===== src/rtl/bot_io_pkg.sv =====
// bot_io_pkg: PicoBlaze I/O map addresses, interrupt FSM encoding and helpers.
// Revision: 1.0
`default_nettype none
package bot_io_pkg;

    localparam logic [7:0] PORT_PENDING  = 8'h10;
    localparam logic [7:0] PORT_MASK     = 8'h11;
    localparam logic [7:0] PORT_VECTOR   = 8'h12;
    localparam logic [7:0] PORT_EOI      = 8'h13;
    localparam logic [7:0] PORT_OUT_BASE = 8'h20;

    localparam logic [1:0] ST_IDLE    = 2'd0;
    localparam logic [1:0] ST_REQ     = 2'd1;
    localparam logic [1:0] ST_SERVICE = 2'd2;

    // Index of the lowest set bit; bit 0 is the highest priority source.
    function automatic logic [7:0] lowest_set(input logic [7:0] v);
        lowest_set = 8'd0;
        for (int i = 7; i >= 0; i--) begin
            if (v[i]) lowest_set = 8'(i);
        end
    endfunction

endpackage
`default_nettype wire


===== src/rtl/bot_io_irq.sv =====
// bot_io_irq: PENDING/MASK/VECTOR registers and interrupt request FSM.
// Revision: 1.0 -- edge/level source detection selected by BOT_IO_IRQ_EDGE_EN.
`default_nettype none
module bot_io_irq
    import bot_io_pkg::*;
#(
    parameter int N_IRQ = 4
) (
    input  logic             clk,
    input  logic             reset_n,
    input  logic [N_IRQ-1:0] irq_src,
    input  logic             wr,
    input  logic [7:0]       port_id,
    input  logic [N_IRQ-1:0] wdata,
    input  logic             interrupt_ack,
    output logic [N_IRQ-1:0] pending,
    output logic [N_IRQ-1:0] mask,
    output logic [7:0]       vector,
    output logic             interrupt
);

    logic [1:0]       state;
    logic [N_IRQ-1:0] irq_event;
    logic [N_IRQ-1:0] masked;
    logic [N_IRQ-1:0] w1c;
    logic [N_IRQ-1:0] ack_clr;
    logic [7:0]       sel;
    logic             ack_fire;
    logic             eoi;

`ifdef BOT_IO_IRQ_EDGE_EN
    logic [N_IRQ-1:0] irq_prev;
    always_ff @(posedge clk) begin
        irq_prev <= irq_src;
    end
    assign irq_event = irq_src & ~irq_prev;
`else
    assign irq_event = irq_src;
`endif

    assign masked   = pending & mask;
    assign sel      = lowest_set(8'(masked));
    assign ack_fire = (state == ST_REQ) && interrupt_ack && (|masked);
    assign eoi      = wr && (port_id == PORT_EOI);
    assign w1c      = (wr && (port_id == PORT_PENDING)) ? wdata : '0;

    always_comb begin
        ack_clr = '0;
        for (int i = 0; i < N_IRQ; i++) begin
            ack_clr[i] = ack_fire && (sel == 8'(i));
        end
    end

    always_ff @(posedge clk) begin
        if (!reset_n) begin
            pending <= '0;
            mask    <= '0;
            vector  <= 8'h00;
            state   <= ST_IDLE;
        end else begin
            // A new source event outranks any clear in the same cycle.
            pending <= (pending & ~w1c & ~ack_clr) | irq_event;
            if (wr && (port_id == PORT_MASK)) mask <= wdata;
            case (state)
                ST_IDLE: begin
                    if (|masked) state <= ST_REQ;
                end
                ST_REQ: begin
                    if (ack_fire) begin
                        vector <= sel;
                        state  <= ST_SERVICE;
                    end else if (!(|masked)) begin
                        state <= ST_IDLE;
                    end
                end
                ST_SERVICE: begin
                    if (eoi) state <= ST_IDLE;
                end
                default: state <= ST_IDLE;
            endcase
        end
    end

    assign interrupt = (state == ST_REQ);

endmodule
`default_nettype wire


===== src/rtl/bot_io_ctrl.sv =====
// bot_io_ctrl: PicoBlaze I/O decoder with input/output ports, interrupt controller and baud tick.
// Revision: 1.0 -- define BOT_IO_IRQ_EDGE_EN for rising-edge interrupt sources (default: level).
`default_nettype none
module bot_io_ctrl
    import bot_io_pkg::*;
#(
    parameter int N_IN     = 8,
    parameter int N_OUT    = 8,
    parameter int N_IRQ    = 4,
    parameter int BAUD_DIV = 54
) (
    input  logic               clk,
    input  logic               reset_n,
    input  logic [7:0]         port_id,
    input  logic [7:0]         out_port,
    input  logic               write_strobe,
    input  logic               k_write_strobe,
    input  logic               read_strobe,
    input  logic               interrupt_ack,
    output logic [7:0]         in_port,
    output logic               interrupt,
    input  logic [N_IRQ-1:0]   irq_src,
    input  logic [8*N_IN-1:0]  in_data,
    output logic [N_IN-1:0]    rd_pulse,
    output logic [8*N_OUT-1:0] out_data,
    output logic [N_OUT-1:0]   out_wr,
    output logic               en_16_x_baud
);

    logic             wr;
    logic [N_IRQ-1:0] pending;
    logic [N_IRQ-1:0] mask;
    logic [7:0]       vector;
    logic [7:0]       rd_mux;
    logic [7:0]       baud_cnt;

    assign wr = write_strobe | k_write_strobe;

    bot_io_irq #(
        .N_IRQ(N_IRQ)
    ) u_irq (
        .clk          (clk),
        .reset_n      (reset_n),
        .irq_src      (irq_src),
        .wr           (wr),
        .port_id      (port_id),
        .wdata        (out_port[N_IRQ-1:0]),
        .interrupt_ack(interrupt_ack),
        .pending      (pending),
        .mask         (mask),
        .vector       (vector),
        .interrupt    (interrupt)
    );

    always_comb begin
        rd_mux = 8'h00;
        for (int i = 0; i < N_IN; i++) begin
            if (port_id == 8'(i)) rd_mux = in_data[i*8 +: 8];
        end
        case (port_id)
            PORT_PENDING: rd_mux = 8'(pending);
            PORT_MASK:    rd_mux = 8'(mask);
            PORT_VECTOR:  rd_mux = vector;
            default:      ;
        endcase
    end

    always_ff @(posedge clk) begin
        if (!reset_n) begin
            in_port  <= 8'h00;
            rd_pulse <= '0;
            out_data <= '0;
            out_wr   <= '0;
        end else begin
            in_port <= rd_mux;
            for (int i = 0; i < N_IN; i++) begin
                rd_pulse[i] <= read_strobe && (port_id == 8'(i));
            end
            for (int i = 0; i < N_OUT; i++) begin
                out_wr[i] <= wr && (port_id == PORT_OUT_BASE + 8'(i));
                if (wr && (port_id == PORT_OUT_BASE + 8'(i))) begin
                    out_data[i*8 +: 8] <= out_port;
                end
            end
        end
    end

    always_ff @(posedge clk) begin
        if (!reset_n) begin
            baud_cnt     <= 8'd0;
            en_16_x_baud <= 1'b0;
        end else begin
            en_16_x_baud <= (baud_cnt == 8'(BAUD_DIV - 1));
            baud_cnt     <= (baud_cnt == 8'(BAUD_DIV - 1)) ? 8'd0 : baud_cnt + 8'd1;
        end
    end

endmodule
`default_nettype wire


===== config.mk =====
export PLATFORM = sky130hd
export DESIGN_NAME = bot_io_ctrl
export DESIGN_NICKNAME = d
export VERILOG_FILES = /design/src/rtl/bot_io_pkg.sv /design/src/rtl/bot_io_irq.sv /design/src/rtl/bot_io_ctrl.sv
export SDC_FILE = /design/constraint.sdc
export NUM_CORES = 1
export LEC_CHECK = 0
export ABC_AREA = 1
export BUFFER_PORTS_ARGS = -buffer_cell sky130_fd_sc_hd__buf_2
export CAP_MARGIN = 20
export CORE_MARGIN = 3
export CORE_UTILIZATION = 52
export DETAILED_ROUTE_END_ITERATION = 7
export GPL_TIMING_DRIVEN = 0
export PLACE_DENSITY = 0.94
export SLEW_MARGIN = 10
export SYNTH_ARGS = -nofsm -noshare
export SYNTH_HDL_FRONTEND = slang
export SYNTH_SLANG_ARGS = --single-unit

===== constraint.sdc =====
create_clock -name clk -period 2 [get_ports clk]
set_input_delay 0.2 -clock clk [delete_from_list [all_inputs] [get_ports clk]]
set_output_delay 0.2 -clock clk [all_outputs]
set_load 0.01 [all_outputs]

Word-level counts from Yosys, hierarchy flattened
Index checks and enable logic that the tools add are counted.
Storage, ports and cells
  register bits after elaboration: 115
  word-level logic and storage cells: 105
  output and inout port bits: 90
  input bits: 90
Cells by class
  equal/unequal tests: 28
  bitwise logic cells: 8
  multiplexer cells: 19
  $add $sub $neg: 1
  reduce and logical (&&, ||, !) cells: 32
Operator list (number)
  8-bit by 6-bit == test with 1-bit output, second input constant: 9
  8-bit 2-to-1 mux: 8
  8-bit by 3-bit == test with 1-bit output, second input constant: 4
  8-bit by 5-bit == test with 1-bit output, second input constant: 4
  1-bit logical AND: 25
  8-bit one-hot mux with 3 select lines: 1
  8-bit by 2-bit == test with 1-bit output, second input constant: 2
  8-bit logical NOT: 2
  2-bit 2-to-1 mux: 8
  4-bit AND: 3
  8-bit by 1-bit adder with 8-bit output, second input constant: 1
  8-bit by 1-bit == test with 1-bit output, second input constant: 1
  4-bit inverter: 2
  2-bit == test, second input constant: 3
  2-bit one-hot mux with 3 select lines: 1
  2-bit by 1-bit == test with 1-bit output, second input constant: 2
  4-bit 2-to-1 mux: 1
  2-bit by 1-bit inequality test with 1-bit output, second input constant: 2
  4-bit bitwise OR: 1
  4-bit OR reduction: 1
  3-bit by 2-bit inequality test with 1-bit output, second input constant: 1
  3-bit AND reduction: 1
  2-bit logical NOT: 1
  2-bit AND reduction: 1
  other kinds (3): 3

Longest topological paths before layout
Gate-level depths: netlist of the first run.
  depth in word-level cells: 10
  depth in mapped cells: 11
  depth with buffers taken out: 10

Cells and area by module
From an unflattened synthesis of the first run, not the netlist that was laid out.
Second synthesis, totals
  cell total of the unflattened synthesis: 676
  area total of the unflattened synthesis: 4844.6 µm²
By module, submodules not included
  bot_io_ctrl: area an instance 4103.9 µm², times used 1, sequential area each 1941.9 µm², cells an instance 570
  bot_io_irq: area an instance 740.7 µm², times used 1, sequential area each 240.2 µm², cells an instance 106

Least setup slack after synthesis of the first run
Ideal clock, no wire load.
  kind: register -> register
  start point: reg u_irq.state[0]
  end point: reg u_irq.pending[1]
  setup slack: 0.715 ns
  required time: 1.868 ns
  arrival: 1.153 ns
  cell stages (with the launch flop): 8
  setup time: 0.132 ns
  period minus slack after synthesis: 1.285 ns
  buffers on the path: 0
  cells stage by stage: dfxtp_1 > inv_1 > nor2_1 > nand3_1 > inv_1 > nand2_1 > o211ai_1 > a21oi_1
Between the ends
  longest elaborated chain between the ends: 7
Ends and longest elaborated chain
  start, declared: line bot_io_irq.sv:22  | logic [1:0] state;
  start signal, assigned: line bot_io_irq.sv:59  | state <= ST_IDLE;
  start signal, assigned: line bot_io_irq.sv:66  | if (|masked) state <= ST_REQ;
  start signal, assigned: line bot_io_irq.sv:71  | state <= ST_SERVICE;
  2-bit by 1-bit == test with 1-bit output
  named net interrupt: line bot_io_ctrl.sv:21  | output logic interrupt,
  1-bit logical AND (2 in a row): line bot_io_irq.sv:43  | assign ack_fire = (state == ST_REQ) && interrupt_ack && (|masked);
  1-bit logical AND: line bot_io_irq.sv:50  | ack_clr[i] = ack_fire && (sel == 8'(i));
  4-bit inverter: line bot_io_irq.sv:62  | pending <= (pending & ~w1c & ~ack_clr) | irq_event;
  4-bit AND: line bot_io_irq.sv:62
  4-bit bitwise OR: line bot_io_irq.sv:62
  end signal, assigned: line bot_io_irq.sv:62
  end, declared: line bot_io_irq.sv:16  | output logic [N_IRQ-1:0] pending,
The timed path passes the listed nets, and every way through them passes these cells.
A chain may end at the register's enable or synchronous reset.

Final worst setup path of the first run
  start point: reg u_irq.pending[2]
  end point: reg u_irq.pending[1]
Between the ends
  longest elaborated chain between the ends: 9
  elaborated cells between the ends (all ways): 11
  those cells by class: eq/ne (1); mux (3); bitwise (4); reduce/logical (3)
Ends and longest elaborated chain
  4-bit AND (*): line bot_io_irq.sv:41  | assign masked = pending & mask;
  2-bit 2-to-1 mux (3 in a row): line bot_io_pkg.sv:20  | if (v[i]) lowest_set = 8'(i);
  2-bit by 1-bit == test with 1-bit output: line bot_io_irq.sv:50
  1-bit logical AND (*): line bot_io_irq.sv:50
  4-bit inverter (*): line bot_io_irq.sv:62
  4-bit AND (*): line bot_io_irq.sv:62
  4-bit bitwise OR (*): line bot_io_irq.sv:62
Mark *: on every way between the ends. The rest lies on a longest branch, timed or not.

==> flow_metrics.env, run 1 <==
export IMPL_status="finished clean"
export IMPL_ios=180
export IMPL_grt_antenna_before_repair=0
export IMPL_fmax_mhz=676
export IMPL_crit_type="register to register"
export IMPL_finalSetupTns_ns=0
export IMPL_routed_via_count=4743
export IMPL_netlist_area_leader_share_pct=48.5
export IMPL_multi_input_comb_area_mm2=0.00198
export IMPL_drt_first_pass_iters=5
export IMPL_cts_hold_fix_buffers=0
export IMPL_worstPathMaxFanout=6
export IMPL_report_final_hold_viol_count=0
export IMPL_mappedNetlistArea_mm2=0.00450
export IMPL_worstSkewPairLatency_ns=0.36
export IMPL_die_width_um=99.0
export IMPL_cts_setup_buffers=0
export IMPL_number_of_global_route_vias_before_repair=4652
export IMPL_reg2reg_depth=9
export IMPL_post_synth_inst_count=559
export IMPL_clock_skew_final_ns=0.00592
export IMPL_max_cap_violations=0
export IMPL_cts_reportedPaths_clkPinSlew_ns=0.10
export IMPL_syn_area_per_cell_um2=8.05
export IMPL_detail_route_antenna_nets=0
export IMPL_drt_total_wl_um=13900
export IMPL_drive_above_1_share_pct=32.7
export IMPL_final_seq_area_mm2=0.00218
export IMPL_clock_tree_buffer_depth=2
export IMPL_post_synth_main_area_contributors="dfxtp_1 48%, a21oi_1 10%, o21ai_0 7.4%, nand2_1 5.8%, nand3_1 3.8%"
export IMPL_worst_r2r_setup_slack_ns=0.52
export IMPL_drc_errors=0
export IMPL_final_max_slew_violation_count=0
export IMPL_numPortBuffers=178
export IMPL_crit_reg2reg_launch="u_irq.pending[2]$_SDFF_PN0_"
export IMPL_synthToLayoutAreaGrowth_pct=27.8
export IMPL_synth_largest_area_cell="dfxtp_1"
export IMPL_cts_num_sinks=109
export IMPL_cp_startpoint="u_irq.pending[2]$_SDFF_PN0_"
export IMPL_period_share_pct=74.0
export IMPL_cp_endpoint="u_irq.pending[1]$_SDFF_PN0_"
export IMPL_timing_critical_path_from_type="register"
export IMPL_tritoncts="yes"
export IMPL_grt_start_max_net_pins=20
export IMPL_final_fill_count=681
export IMPL_number_of_h_tree_levels=3
export IMPL_final_weighted_congestion_of_routability_driven_global_placement=0.995
export IMPL_n_antenna_cell=0
export IMPL_rows=33
export IMPL_starting_utilization_of_the_core_area_pct=54.2
export IMPL_design_final_nets=840
export IMPL_max_vdd_ir_drop_mv=0.408
export IMPL_dominantRegCellSynth="dfxtp_1"
export IMPL_post_route_min_period_ns=1.48
export IMPL_ys_types=36
export IMPL_net_count_after_synthesis=651
export IMPL_rsz0062_at_grt="no"
export IMPL_synth_seq_cells=109
export IMPL_globalRouteTotalUtil_pct=27.2
export IMPL_post_drt_wl_per_cell_um=16.2
export IMPL_hold_path_cell_count=3
export IMPL_p_leak_uw=0.00280
export IMPL_asyncSetResetFlopFracSynth_pct=0
export IMPL_fin_util_pct=69.4
export IMPL_postCtsResizedCells=0
export IMPL_holdCritPathClass="input pin to register"
export IMPL_place_hpwl_um=10500
export IMPL_tightest_slew_margin_relative_to_the_limit_pct=67.7
export IMPL_critPathArrivalTime_ns=1.72
export IMPL_reg2reg_to="u_irq.pending[1]$_SDFF_PN0_"
export IMPL_yosysWarnings=0
export IMPL_synth_edf_count=0
export IMPL_power_per_cell_area_mw_per_mm2=691
export IMPL_cts_buffers=9
export IMPL_seq_area_frac_synth_pct=48.5
export IMPL_drt_vias_per_instance=5.53
export IMPL_cts_root_buf="clkbuf_8"
export IMPL_detail_route_iter0_violations=319
export IMPL_fp_coreArea_mm2=0.00830
export IMPL_die_height_um=99.0
export IMPL_design_die_area_mm2=0.00981
export IMPL_tightestPinTransition_ns=0.485
export IMPL_critPathCaptureType="register"
export IMPL_grt_remaining_overflow=0
export IMPL_worst_endpoint_required_ns=2.24
export IMPL_setup_violations_final=0
export IMPL_grt_first_pass_wirelength_um=21700
cells in the mapped netlist (2+ instances only):
| master | count |
|---|---|
| a21oi_1 | 92 |
| a21oi_2 | 4 |
| buf_4 | 6 |
| buf_6 | 3 |
| clkbuf_1 | 9 |
| clkinv_1 | 4 |
| dfxtp_1 | 109 |
| ha_1 | 2 |
| inv_1 | 44 |
| inv_2 | 6 |
| nand2_1 | 70 |
| nand2_2 | 2 |
| nand2_4 | 2 |
| nand3_1 | 34 |
| nand4_1 | 9 |
| nor2_1 | 31 |
| nor2_2 | 8 |
| nor2_4 | 12 |
| nor2_8 | 2 |
| nor3_1 | 17 |
| nor4_1 | 2 |
| o211ai_1 | 4 |
| o21ai_0 | 67 |
| o21ai_1 | 4 |
| or2_2 | 5 |
cell families after synthesis:
logic type / count (synthesis) / synth area share [%]
simple gates: 198 / 22.9
xor+xnor: 1 / 0.195
compound gates: 175 / 20.3
buf+inv: 74 / 7.56
fa+ha+maj: 2 / 0.556
flops: 109 / 48.5
power breakdown:
group	internal, uW	leakage [uW]	switching (uW)
Clock	730	0.000112	771
Combinational	105	0.00181	171
Sequential	2190	0.000880	13.2
Total	3020	0.00280	955
worst min path at each step:
| stage | start | endpoint | slack (ns) |
|---|---|---|---|
| after floorplan | irq_src[0] | u_irq.pending[0]$_SDFF_PN0_ | 0.33 |
| after global placement | irq_src[3] | u_irq.pending[3]$_SDFF_PN0_ | 0.44 |
| after detailed placement | u_irq.vector[1]$_SDFFE_PN0P_ | u_irq.vector[1]$_SDFFE_PN0P_ | 0.45 |
| after CTS | irq_src[3] | u_irq.pending[3]$_SDFF_PN0_ | 0.06 |
| after global routing | irq_src[0] | u_irq.pending[0]$_SDFF_PN0_ | 0.07 |
| final | irq_src[3] | u_irq.pending[3]$_SDFF_PN0_ | 0.07 |
layout make-up:
cell class	count	area share [%]
flip-flops and latches	109	37.9
well taps	105	2.28
clock inverters	6	1.80
inverters	54	3.52
clock buffers	10	2.22
plain buffers	20	2.39
repair buffers	178	15.5
multi-input cells	376	34.4
metal layers:
layer	part of all wire [%]	global-route usage [%]
met1	40	32.2
met2	49	47.1
met3	8.3	5.38
met4	3.4	13.0
met5	0	0
cell usage in the layout (no fill, tap or decap), types with 6 or more instances in the layout:
cell type / n
dfxtp_1: 109
clkbuf_1: 10
clkbuf_8: 9
nor2_2: 8
a21oi_1: 92
nand3_1: 34
o21ai_0: 67
nand2_1: 70
inv_1: 44
buf_4: 6
buf_2: 179
nand4_1: 9
inv_2: 6
nor3_1: 17
nor2_4: 12
nor2_1: 31
flip-flops by register name, summed over array words and instances (netlist names):
| name | count |
|---|---|
| out_wr | 8 |
| out_data | 64 |
| u_irq.state | 2 |
| rd_pulse | 8 |
| u_irq.pending | 4 |
| u_irq.mask | 4 |
| baud_cnt | 8 |
| u_irq.vector | 2 |
| in_port | 8 |
| en_16_x_baud | 1 |
worst max-delay path: stages, from the launching register on:
cell and delay, ns:
dfxtp_1 0.40, nand2_1 0.09, nand2_1 0.07, inv_1 0.05
nand3_1 0.09, nand3_1 0.19, inv_1 0.15, nand2_1 0.08
o211ai_1 0.16, a21oi_1 0.09
through the flow:
stage          setup WS, ns  hold WS (ns)  power [uW]  instances  area (um^2)
4_1_cts               0.547        0.0650        3990        858         5760
3_3_place_gp          0.385         0.445        2510        842         5520
3_5_place_dp          0.338         0.448        2520        842         5520
5_1_grt               0.303        0.0707        4110        858         5760
6_report              0.521        0.0714        3980        858         5760
2_1_floorplan         0.715         0.334        2370        559         4500
(Power assumes the default switching activity.)
==> run 2: changes to the inputs <==
--- a/config.mk
+++ b/config.mk
@@ -9,10 +9,10 @@
 export BUFFER_PORTS_ARGS = -buffer_cell sky130_fd_sc_hd__buf_2
 export CAP_MARGIN = 20
 export CORE_MARGIN = 3
-export CORE_UTILIZATION = 52
+export CORE_UTILIZATION = 44
 export DETAILED_ROUTE_END_ITERATION = 7
 export GPL_TIMING_DRIVEN = 0
-export PLACE_DENSITY = 0.94
+export PLACE_DENSITY = 0.86
 export SLEW_MARGIN = 10
 export SYNTH_ARGS = -nofsm -noshare
 export SYNTH_HDL_FRONTEND = slang
==> constraint.sdc (replaced) <==
create_clock -name clk -period 1.3 [get_ports clk]
set_input_delay 0.13 -clock clk [delete_from_list [all_inputs] [get_ports clk]]
set_output_delay 0.13 -clock clk [all_outputs]
set_load 0.01 [all_outputs]
==> flow_metrics.env, run 2 (synthesized netlist as in run 1, its figures left out) <==
export IMPL_drt_total_wl_um=13500
export IMPL_worstSkewPairLatency_ns=0.36
export IMPL_final_weighted_congestion_of_routability_driven_global_placement=0.898
export IMPL_n_antenna_cell=0
export IMPL_fmax_mhz=803
export IMPL_place_hpwl_um=10000
export IMPL_ios=180
export IMPL_design_die_area_mm2=0.0115
export IMPL_status="finished clean"
export IMPL_grt_first_pass_wirelength_um=20400
export IMPL_worst_endpoint_required_ns=1.54
export IMPL_finalSetupTns_ns=0
export IMPL_die_height_um=107
export IMPL_die_width_um=107
export IMPL_design_final_nets=847
export IMPL_final_max_slew_violation_count=0
export IMPL_most_common_cell_after_layout_fill_and_taps_aside="buf_2"
export IMPL_hold_path_cell_count=3
export IMPL_grt_remaining_overflow=0
export IMPL_drt_first_pass_iters=5
export IMPL_power_per_cell_area_mw_per_mm2=994
export IMPL_detail_route_iter0_violations=234
export IMPL_rows=36
export IMPL_globalRouteTotalUtil_pct=22.5
export IMPL_holdCritPathClass="input pin to register"
export IMPL_final_fill_count=892
export IMPL_post_drt_wl_per_cell_um=15.2
export IMPL_tritoncts="yes"
export IMPL_tightestPinTransition_ns=0.577
export IMPL_critPathArrivalTime_ns=1.48
export IMPL_grt_start_max_net_pins=21
export IMPL_max_vdd_ir_drop_mv=0.544
export IMPL_reg2reg_depth=7
export IMPL_rsz0062_at_grt="yes"
export IMPL_period_share_pct=95.7
export IMPL_grt_antenna_before_repair=0
export IMPL_critPathCaptureType="register"
export IMPL_timing_critical_path_from_type="register"
export IMPL_worstPathMaxFanout=3
export IMPL_number_of_h_tree_levels=3
export IMPL_detail_route_antenna_nets=0
export IMPL_number_of_global_route_vias_before_repair=4070
export IMPL_drt_vias_per_instance=5.14
export IMPL_largest_register_ffs=64
export IMPL_layout_cells_most_common_list="179 x buf_2, 102 x dfxtp_1, 92 x a21oi_1, 67 x o21ai_0, 66 x nand2_1"
export IMPL_clock_tree_buffer_depth=2
export IMPL_post_route_min_period_ns=1.24
export IMPL_cts_reportedPaths_clkPinSlew_ns=0.10
export IMPL_synthToLayoutAreaGrowth_pct=31.3
export IMPL_routed_via_count=4586
export IMPL_tightest_slew_margin_relative_to_the_limit_pct=61.5
export IMPL_fp_coreArea_mm2=0.00986
export IMPL_starting_utilization_of_the_core_area_pct=45.6
export IMPL_report_final_hold_viol_count=0
export IMPL_max_cap_violations=0
export IMPL_p_leak_uw=0.00283
export IMPL_crit_type="register to register"
export IMPL_finalHoldWorstSlack_ns=0.0138
export IMPL_cts_num_sinks=109
export IMPL_drive_above_1_share_pct=35.9
export IMPL_top_register="out_data"
export IMPL_drc_errors=0
export IMPL_cts_root_buf="clkbuf_8"
export IMPL_numPortBuffers=178
export IMPL_cts_buffers=9
export IMPL_setup_violations_final=0
export IMPL_fin_util_pct=59.9
export IMPL_clock_skew_final_ns=0.00742
## run 2: changes by cell type in the layout (fill, tap and decap cells not counted), moves of 4 or more
cell,previous run,this run
nand2_2,2,6
nand2_1,70,66
dfxtp_2,0,6
inv_1,44,40
nor2_1,31,27
dfxtp_1,109,102
## run 2: final timing paths
| path | startpoint | end | slack, ns |
|---|---|---|---|
| setup / recovery | u_irq.pending[1]$_SDFF_PN0_ | u_irq.pending[1]$_SDFF_PN0_ | 0.06 |
| hold / removal | irq_src[1] | u_irq.pending[1]$_SDFF_PN0_ | 0.01 |
| setup reg to reg | u_irq.pending[1]$_SDFF_PN0_ | u_irq.pending[1]$_SDFF_PN0_ | 0.06 |
| hold reg to reg | baud_cnt[0]$_SDFF_PP0_ | baud_cnt[0]$_SDFF_PP0_ | 0.44 |
## run 2: final cells by class
class                   instances  area [um^2]  area share [%]
inverters                      54          205            3.47
clock buffers                  10          138            2.33
clock inverters                 6         68.8            1.16
repair buffers                185          955            16.2
plain buffers                  20          138            2.33
flip-flops and latches        109         2190            37.1
multi-input cells             376         2050            34.6
well taps                     133          166            2.82
## run 2: what timing repair did
action | in CTS | in global routing
gates resized for setup | 6 | 24
hold buffers | 3 | 0
pin swaps | 1 | 6
endpoints found under the setup margin | 9 | 15
cloned | 0 | 0
buffers inserted | 1 | 3
hold endpoints to repair | 3 | 0
## run 2: where the power goes
part | switching (uW) | leakage, uW | internal (uW)
Combinational | 272 | 0.00185 | 174
Sequential | 20.8 | 0.000883 | 3370
Clock | 1240 | 0.000100 | 803
Total | 1530 | 0.00283 | 4340
## run 2: per-stage QoR
| step | total power [uW] | setup WS [ns] | instance area (um^2) | std cells |
|---|---|---|---|---|
| 2_1_floorplan | 3650 | 0.0147 | 4500 | 559 |
| 3_3_place_gp | 3870 | -0.253 | 5560 | 870 |
| 3_5_place_dp | 3880 | -0.249 | 5560 | 870 |
| 4_1_cts | 5900 | 0.0179 | 5820 | 890 |
| 5_1_grt | 6090 | -0.0604 | 5910 | 893 |
| 6_report | 5870 | 0.0553 | 5910 | 893 |
## run 2: routing by layer
metal  global-route usage, %  wire length (um)
met3                    3.01               779
met1                    30.7              5870
met5                       0                 0
met2                    36.6              6540
met4                    7.40               346
## run 2: critical path, cell delays in order (launching register included)
cell and delay [ns]:
dfxtp_1 0.38, nand2_1 0.12, nand2_1 0.09, nand2_1 0.08, inv_1 0.12, nand2_2 0.07
o211ai_1 0.17, a21oi_1 0.09
